`config.mk`:
```
export PLATFORM = sky130hd
export DESIGN_NAME = sound_cmd_latch
export DESIGN_NICKNAME = d
export VERILOG_FILES = /design/src/rtl/sound_cmd_latch.sv
export SDC_FILE = /design/constraint.sdc
export NUM_CORES = 1
export LEC_CHECK = 0
export BUFFER_PORTS_ARGS = -buffer_cell sky130_fd_sc_hd__buf_2
export CAP_MARGIN = 20
export CELL_PAD_IN_SITES_DETAIL_PLACEMENT = 1
export CELL_PAD_IN_SITES_GLOBAL_PLACEMENT = 2
export CORE_AREA = 2 2 52 54
export DETAILED_ROUTE_END_ITERATION = 8
export DIE_AREA = 0 0 54 56
export GPL_TIMING_DRIVEN = 1
export HOLD_SLACK_MARGIN = 0.03
export PLACE_DENSITY_LB_ADDON = 0.1
export SYNTH_ARGS = -nofsm -noshare
export SYNTH_HDL_FRONTEND = slang
export SYNTH_SLANG_ARGS = --single-unit
```
`constraint.sdc`:
```
create_clock -name clk_main -period 1.9 [get_ports clk_main]
set_input_delay 0.285 -clock clk_main [delete_from_list [all_inputs] [get_ports clk_main]]
set_output_delay 0.285 -clock clk_main [all_outputs]
set_load 0.02 [all_outputs]
```
`src/rtl/sound_cmd_latch.sv`:
```
// Z80-side end of the 68000 -> sound command path: byte latch, read-status flags and the
// SNDON-driven Z80 interrupt with optional auto-clear timeout.
module sound_cmd_latch #(
   parameter int unsigned IRQ_TIMEOUT = 0,
   parameter int unsigned TO_W        = 16
) (
   input  logic       clk_main,
   input  logic       reset,
   input  logic       snddt_n,
   input  logic [7:0] cpu_din,
   input  logic       sndon,
   input  logic       z80_latch_rd_n,
   input  logic       z80_m1_n,
   input  logic       z80_iorq_n,
   output logic [7:0] z80_dout,
   output logic       z80_dout_en,
   output logic       z80_int_n,
   output logic       cmd_unread,
   output logic       cmd_overrun
);

   typedef enum logic [0:0] {StIdle, StPend} irq_state_e;

   localparam bit            ToEnable = (IRQ_TIMEOUT != 0);
   localparam logic [TO_W-1:0] ToLast = TO_W'(IRQ_TIMEOUT - 1);

   irq_state_e      irq_state;
   logic [TO_W-1:0] to_cnt;
   logic            snddt_prev;
   logic            wr_armed;
   logic            rd_prev;
   logic            iack_prev;
   logic            sndon_prev;

   logic iack;
   logic wr_edge;
   logic rd_edge;
   logic irq_req;
   logic iack_edge;
   logic timeout_hit;

   // wr_armed blocks a capture from a strobe that was already low when reset released.
   always_comb begin
      iack        = z80_m1_n | z80_iorq_n;
      wr_edge     = wr_armed & snddt_prev & ~snddt_n;
      rd_edge     = rd_prev & ~z80_latch_rd_n;
      irq_req     = sndon & ~sndon_prev;
      iack_edge   = iack_prev & ~iack;
      timeout_hit = ToEnable && (to_cnt == ToLast);
   end

   always_ff @(posedge clk_main) begin
      if (reset) begin
         z80_dout    <= 8'h00;
         z80_dout_en <= 1'b0;
         cmd_unread  <= 1'b0;
         cmd_overrun <= 1'b0;
         snddt_prev  <= 1'b1;
         wr_armed    <= snddt_n;
         rd_prev     <= 1'b1;
         iack_prev   <= 1'b1;
         sndon_prev  <= 1'b0;
      end else begin
         snddt_prev  <= snddt_n;
         wr_armed    <= wr_armed | snddt_n;
         rd_prev     <= z80_latch_rd_n;
         iack_prev   <= iack;
         sndon_prev  <= sndon;
         z80_dout_en <= ~z80_latch_rd_n;
         if (wr_edge) begin
            z80_dout   <= cpu_din;
            cmd_unread <= 1'b1;
            if (cmd_unread && !rd_edge) cmd_overrun <= 1'b1;
         end else if (rd_edge) begin
            cmd_unread <= 1'b0;
         end
      end
   end

   // A new request always wins over acknowledge or timeout and restarts the counter.
   always_ff @(posedge clk_main) begin
      if (reset) begin
         irq_state <= StIdle;
         z80_int_n <= 1'b1;
         to_cnt    <= '0;
      end else if (irq_req) begin
         irq_state <= StPend;
         z80_int_n <= 1'b0;
         to_cnt    <= '0;
      end else begin
         unique case (irq_state)
            StIdle: begin
               z80_int_n <= 1'b1;
            end
            StPend: begin
               if (iack_edge || timeout_hit) begin
                  irq_state <= StIdle;
                  z80_int_n <= 1'b1;
               end else if (to_cnt != '1) begin
                  to_cnt <= to_cnt + 1'b1;
               end
            end
            default: begin
               irq_state <= StIdle;
               z80_int_n <= 1'b1;
            end
         endcase
      end
   end

endmodule
```
# ---- Word level (Yosys, flattened, before mapping)
# Cells that the tools add are included.
dict set report classes {
  n_mux 9
  n_bitwise 12
  eq_ne 1
  reduce_logical 4
}
# op count
set ops {}
lappend ops {{$mux W1} 8}
lappend ops {{$and A1 B1 Y1} 5}
lappend ops {{$not A1 Y1} 5}
lappend ops {{$ne A3 B1 Y1 const B} 1}
lappend ops {{$or A1 B1 Y1} 2}
lappend ops {{$pmux W1 S2} 1}
lappend ops {{$reduce_and A2 Y1} 1}
lappend ops {{$reduce_bool A2 Y1} 1}
lappend ops {{$logic_and A1 B1 Y1} 1}
lappend ops {{$logic_not A1 Y1} 1}
dict set report totals {
  input_bits 15
  regBits 18
  output_inout_bits 12
  word_cells 37
}

# ---- Longest topological paths before layout
# Gate-level depths: netlist (run 1).
dict set report depth {
  depth_word 6
  mapped_depth 4
  ltp_nobuf 3
}

# ---- Least setup slack after synthesis (run 1)
# No wires, ideal clock.
dict set report synth_timing {
  kind {register to register}
  start {reg snddt_prev}
  end {reg cmd_overrun}
  setup_ps 127
  required_time_ps 1773
  path_slack_ps 1005
  synth_period_minus_slack_ps 895
  arrival_time_ps 768
  path_buffers 1
  stages_incl_launch_ff 5
  path_cell_list {dfxtp_1 > and3b_1 > buf_6 > a31oi_4 > nor2_2}
}
dict set report synth_between {
  elab_chain_len 3
}
# item line_no
set synth_lines {}
lappend synth_lines {{from (decl)} 29} ;# logic snddt_prev;
lappend synth_lines {{from (signal assigned)} 64} ;# snddt_prev <= snddt_n;
lappend synth_lines {{$and A1 B1 Y1 (2 in a row)} 45} ;# wr_edge = wr_armed & snddt_prev & ~snddt_n;
lappend synth_lines {{$reduce_and A2 Y1 (no line)} --}
lappend synth_lines {{to (signal assigned)} 57} ;# cmd_overrun <= 1'b0;
lappend synth_lines {{to (signal assigned)} 73} ;# if (cmd_unread && !rd_edge) cmd_overrun <= 1'b1;
lappend synth_lines {{to (decl)} 19} ;# output logic cmd_overrun
# No other way between the ends.
# A chain may end at the register's enable or synchronous reset.

# ---- Final worst setup path (run 1)
dict set report layout_timing {
  start {reg cmd_unread}
  end {out cmd_unread}
}
# item line_no
set layout_lines {}
lappend layout_lines {{from (decl)} 18} ;# output logic cmd_unread,
lappend layout_lines {{from (signal assigned)} 56} ;# cmd_unread <= 1'b0;
lappend layout_lines {{from (signal assigned)} 72} ;# cmd_unread <= 1'b1;
lappend layout_lines {{from (signal assigned)} 75} ;# cmd_unread <= 1'b0;
# No word-level cell between the ends.

==> results of run 1 <==
power by group:
part,leakage [uW],switching [uW],internal (uW),total [uW]
Combinational,0.000201,52.1,35.4,87.5
Clock,0.0000138,108,73.5,181
Sequential,0.000148,10.2,398,408
Total,0.000363,170,507,677
state kept, by name (all words and copies together) (netlist names):
register / cells
iack_prev: 1
z80_int_n: 1
rd_prev: 1
wr_armed: 1
cmd_overrun: 1
sndon_prev: 1
z80_dout: 8
snddt_prev: 1
irq_state: 1
z80_dout_en: 1
cmd_unread: 1
cell type report:
type / instances / area [um^2] / area share
Tap cell: 30 / 37.5 / 0.0479
Multi-Input combinational cell: 42 / 225 / 0.288
Clock buffer: 3 / 22.5 / 0.0288
Inverter: 2 / 7.51 / 0.00958
Timing Repair Buffer: 26 / 130 / 0.166
Sequential cell: 18 / 360 / 0.460
metrics by stage:
stage                      util  hold WS (ns)
final                     0.322         0.186
after global routing      0.322         0.187
after CTS                 0.322         0.178
after detailed placement  0.313         0.452
after global placement    0.313         0.440
after floorplan               -         0.364
routing by layer:
| metal | up-vias | global-route usage | routed length, um |
|---|---|---|---|
| met5 | - | 0 | 0 |
| met2 | 20 | 0.153 | 587 |
| li1 | 264 | - | - |
| met1 | 248 | 0.105 | 548 |
| met3 | 4 | 0.0323 | 118 |
| met4 | 0 | 0.0643 | 34 |
layout by cell type (no fill, tap or decap), drive strengths merged:
cell type and count:
a21oi 9, nor2b 2, clkbuf 3, nand3b 1, and3b 1, dfxtp 18
a31oi 2, a31o 1, nor2 4, or2 2, a21o 1, nand2b 1
inv 2, nand2 18, buf 26
logic make-up (layout without fill, tap and decap cells):
logic type,after synthesis,after routing
buf+inv,4,31
compound gates,13,13
simple gates,29,29
flops,18,18
synth_stat cells:
master	instances	share of area
dfxtp_1	18	0.59
nand2_1	18	0.11
a21oi_1	8	0.066
nor2_1	3	0.019
inv_1	2	0.012
nor2b_1	2	0.021
or2_2	2	0.021
a21o_1	1	0.012
a21oi_2	1	0.014
a31o_1	1	0.014
a31oi_1	1	0.010
a31oi_4	1	0.035
and3b_1	1	0.014
buf_1	1	0.0062
buf_6	1	0.019
nand2b_1	1	0.010
nand3b_1	1	0.012
nor2_2	1	0.010
worst paths after layout:
check                                 from          end  slack [ns]  depth (start not counted)
worst max-delay path            cmd_unread   cmd_unread        0.75                          1
worst min-delay path              z80_m1_n    iack_prev        0.19                          3
worst max register to register    wr_armed  z80_dout[7]        0.82                          3
worst min register to register   irq_state    z80_int_n        0.46                          1
==> flow_summary.json, run 1 <==
{
  "grt.total_usage": 0.0967,
  "antenna_found_initial": 0,
  "synth.net_count": 79,
  "slew_viol_final": 0,
  "pre_cts_slack_ns": 0.685,
  "die_w_um": 54,
  "grt_pass1_vias": 509,
  "synth-simple-area-share": 0.218,
  "cpMaxStageDelayCell": "dfxtp_1",
  "crit_fanout": 3,
  "numPortBuffers": 26,
  "cts_buffer_depth": 2,
  "layout-drive-gt1-share": 0.374,
  "netlist_instances": 64,
  "clkTransAtPathRegs_ns": 0.10,
  "clock_latency_ns": 0.28,
  "post_dp_cell_area_um2": 761,
  "dieArea_um2": 3020,
  "power_leakage_uw": 0.000363,
  "yosys_warnings": 0,
  "cts_resized": 0,
  "clock.fmax_mhz": 867,
  "timing.final.ws_setup_ns": 0.747,
  "synth_fa_ha_area_frac": 0,
  "avgSynthCellArea_um2": 9.50,
  "drt_wl_total_mm": 1.29,
  "relSlewSlack": 0.726,
  "start_kind": "register",
  "drt-initial-drc-count": 2,
  "layout.cells.non_filler": 121,
  "synth_top_family_by_area": "simple AND/OR/NAND/NOR gates",
  "tightest_slew_ns": 0.411,
  "final_nets": 108,
  "synthMuxAreaShare": 0,
  "vias": 536,
  "cp_top_family": "flip-flops",
  "clkSinkCount": 18,
  "drv_cap": 0,
  "ir_worst_vdd_v": 0.000337,
  "row_count": 18,
  "place_hpwl_um": 968,
  "yosysSeqAreaShare": 0.593,
  "ys_ff_latch": 18,
  "hold_class": "in -> reg",
  "nFillCells": 302,
  "rsz0062_at_grt": "false",
  "synth_area_um2": 608,
  "cts_htree_levels": 1,
  "crit_chain": "buf_2",
  "crit_path_end_kind": "output pin",
  "area_growth_pct": 28.8,
  "post-route-period-util": 0.607,
  "grt_max_degree": 16,
  "fin_worst_skew_ns": 0.00360,
  "fin_setup_tns_ns": 0,
  "initial_core_util": 0.250,
  "cts_buffers": 3,
  "cts_setup_buffers": 0,
  "max_stage_delay_ns": 0.40,
  "dr.pass1.iters": 3,
  "routed_via_density": 4.43,
  "n_antenna_cell": 0,
  "ctsHoldBuffers": 0,
  "dp.cells": 118,
  "period_minus_slack_ns": 1.15,
  "grt_pass1_wl_mm": 2.06,
  "grt-ovfl-total": 0,
  "yosysUniqueCellTypes": 18,
  "crit_buf_inv": 1,
  "critPathArrivalTime_ns": 0.87,
  "crit_type": "reg -> out",
  "synth-xor-area-share": 0,
  "core_um2": 2430,
  "required_ns": 1.62,
  "avgRoutedWirePerCell_um": 10.6,
  "finalSetupViolCount": 0,
  "status": "finished clean",
  "gp_congestion": 0.628,
  "io_pins": 27,
  "power_uw": 677,
  "ant_nets": 0,
  "drc_errors": 0,
  "die_h_um": 56,
  "cts_tree": "done",
  "finalHoldViolCount": 0,
  "p_per_area_nw_per_um2": 865,
  "stdcell_area_um2": 783,
  "root_buffer": "clkbuf_4",
  "synth_compound_area_frac": 0.152
}
No activity file was read; power rests on OpenSTA's default activity.
==> inputs of run 2 (changes only) <==
- CORE_AREA: 2 2 52 54 -> 2 2 54 56
- DIE_AREA: 0 0 54 56 -> 0 0 56 58
- clock period: 1.9 -> 1.1 ns (I/O delays scaled with it)
==> run 2 against run 1 <==
Global-route usage is 0.63 points lower. Clock skew is 0.00091 ns lower. Final area is 4.8% higher. Sequential cell count stayed put. Hold slack worse by 0.11 ns. Clock power is 120% higher. Combinational power is 86% higher. Register-to-register slack worse by 0.69 ns. Sequential power is 73% higher. Critical path type unchanged. Critical endpoint unchanged.
==> flow_summary.json, run 2 (same netlist as run 1, synthesis figures left out) <==
{
  "crit_buf_inv": 1,
  "io_pins": 27,
  "critPathArrivalTime_ns": 0.88,
  "ant_nets": 0,
  "power_leakage_uw": 0.000386,
  "fin_setup_tns_ns": 0,
  "avgRoutedWirePerCell_um": 10.5,
  "nFillCells": 335,
  "drc_errors": 0,
  "slew_viol_final": 0,
  "fin_worst_skew_ns": 0.00270,
  "cts_tree": "done",
  "cts_setup_buffers": 0,
  "crit_fanout": 3,
  "finalSetupViolCount": 0,
  "core_um2": 2660,
  "cp_top_family": "flip-flops",
  "start_kind": "register",
  "mostFrequentLayoutCell": "buf_2",
  "place_hpwl_mm": 1.02,
  "largest_register": "z80_dout",
  "cts_resized": 0,
  "grt_pass1_vias": 509,
  "row_count": 19,
  "vias": 521,
  "dieArea_um2": 3250,
  "area_growth_pct": 35.0,
  "antenna_found_initial": 0,
  "required_ns": 0.94,
  "max_stage_delay_ns": 0.40,
  "crit_path_end_kind": "output pin",
  "cts_htree_levels": 1,
  "cts_buffers": 3,
  "gp_congestion": 0.588,
  "period_minus_slack_ns": 1.04,
  "p_per_area_nw_per_um2": 1540,
  "cts_buffer_depth": 2,
  "crit_type": "reg -> out",
  "ctsHoldBuffers": 0,
  "drt_wl_total_mm": 1.32,
  "grt.total_usage": 0.0904,
  "clock.fmax_mhz": 960,
  "post-route-period-util": 0.947,
  "routed_via_density": 4.13,
  "dr.pass1.iters": 2,
  "most-common-layout-cells": "buf_2 (26), nand2_1 (18), dfxtp_1 (18), a21oi_1 (8)",
  "largest_reg_flops": 8,
  "root_buffer": "clkbuf_4",
  "die_h_um": 58,
  "layout-drive-gt1-share": 0.400,
  "drv_cap": 0,
  "layout.cells.non_filler": 126,
  "power_uw": 1270,
  "clkTransAtPathRegs_ns": 0.10,
  "clkSinkCount": 18,
  "final_nets": 111,
  "rsz0062_at_grt": "false",
  "crit_chain": "buf_2",
  "grt-ovfl-total": 0,
  "clock_latency_ns": 0.29,
  "initial_core_util": 0.228,
  "numPortBuffers": 26,
  "n_antenna_cell": 0,
  "dp.cells": 122,
  "cpMaxStageDelayCell": "dfxtp_1",
  "ir_worst_vdd_v": 0.000542,
  "grt_max_degree": 11,
  "hold_class": "in -> reg",
  "grt_pass1_wl_mm": 2.24,
  "seqCellArea_um2": 360,
  "drt-initial-drc-count": 4,
  "tightest_slew_ns": 0.344,
  "finalHoldViolCount": 0,
  "status": "finished clean",
  "multi_input_area_um2": 225,
  "die_w_um": 56,
  "relSlewSlack": 0.770
}
-- run 2: changes by cell type in the layout (fill, tap and decap cells not counted) --
cell / previous run / this run
clkbuf_8: 0 / 1
buf_4: 0 / 3
-- run 2: through the flow --
| stage | area, um^2 | util | hold WS (ns) | setup WS [ns] |
|---|---|---|---|---|
| after detailed placement | 785 | 0.295 | 0.376 | 0.0826 |
| after global routing | 821 | 0.308 | 0.0724 | 0.00399 |
| after global placement | 785 | 0.295 | 0.363 | 0.120 |
| after CTS | 821 | 0.308 | 0.0617 | 0.0371 |
| final | 821 | 0.308 | 0.0756 | 0.0578 |
| after floorplan | 608 | - | 0.244 | 0.205 |
-- run 2: final cells by class --
cell class / instances / share of cell area
Timing Repair Buffer: 29 / 0.186
Clock buffer: 4 / 0.0442
Tap cell: 31 / 0.0473
Inverter: 2 / 0.00915
Sequential cell: 18 / 0.439
Multi-Input combinational cell: 42 / 0.274
-- run 2: worst register-to-register path: cells and delay by family (launching register included) --
family,cells,cell delay (ns)
DFF,1,0.36
AOI/OAI and AO/OA,1,0.06
and+or+nand+nor,2,0.45
-- run 2: power by group --
group          internal [uW]  switching (uW)
sequential               688            17.7
combinational           69.8            92.9
clock                    201             197
total                    959             307
-- run 2: final timing paths --
check	from	depth (start not counted)	slack [ns]	end
setup / recovery	cmd_unread	1	0.06	cmd_unread
hold / removal	z80_m1_n	3	0.08	iack_prev
setup reg to reg	wr_armed	3	0.13	z80_dout[7]
hold reg to reg	irq_state	1	0.45	z80_int_n
-- run 2: per-layer routing --
layer	global-route usage	vias up	part of all wire
li1	-	270	-
met1	0.105	229	0.46
met2	0.146	20	0.45
met3	0.0246	2	0.077
met4	0.0612	0	0.0098
met5	0	-	0
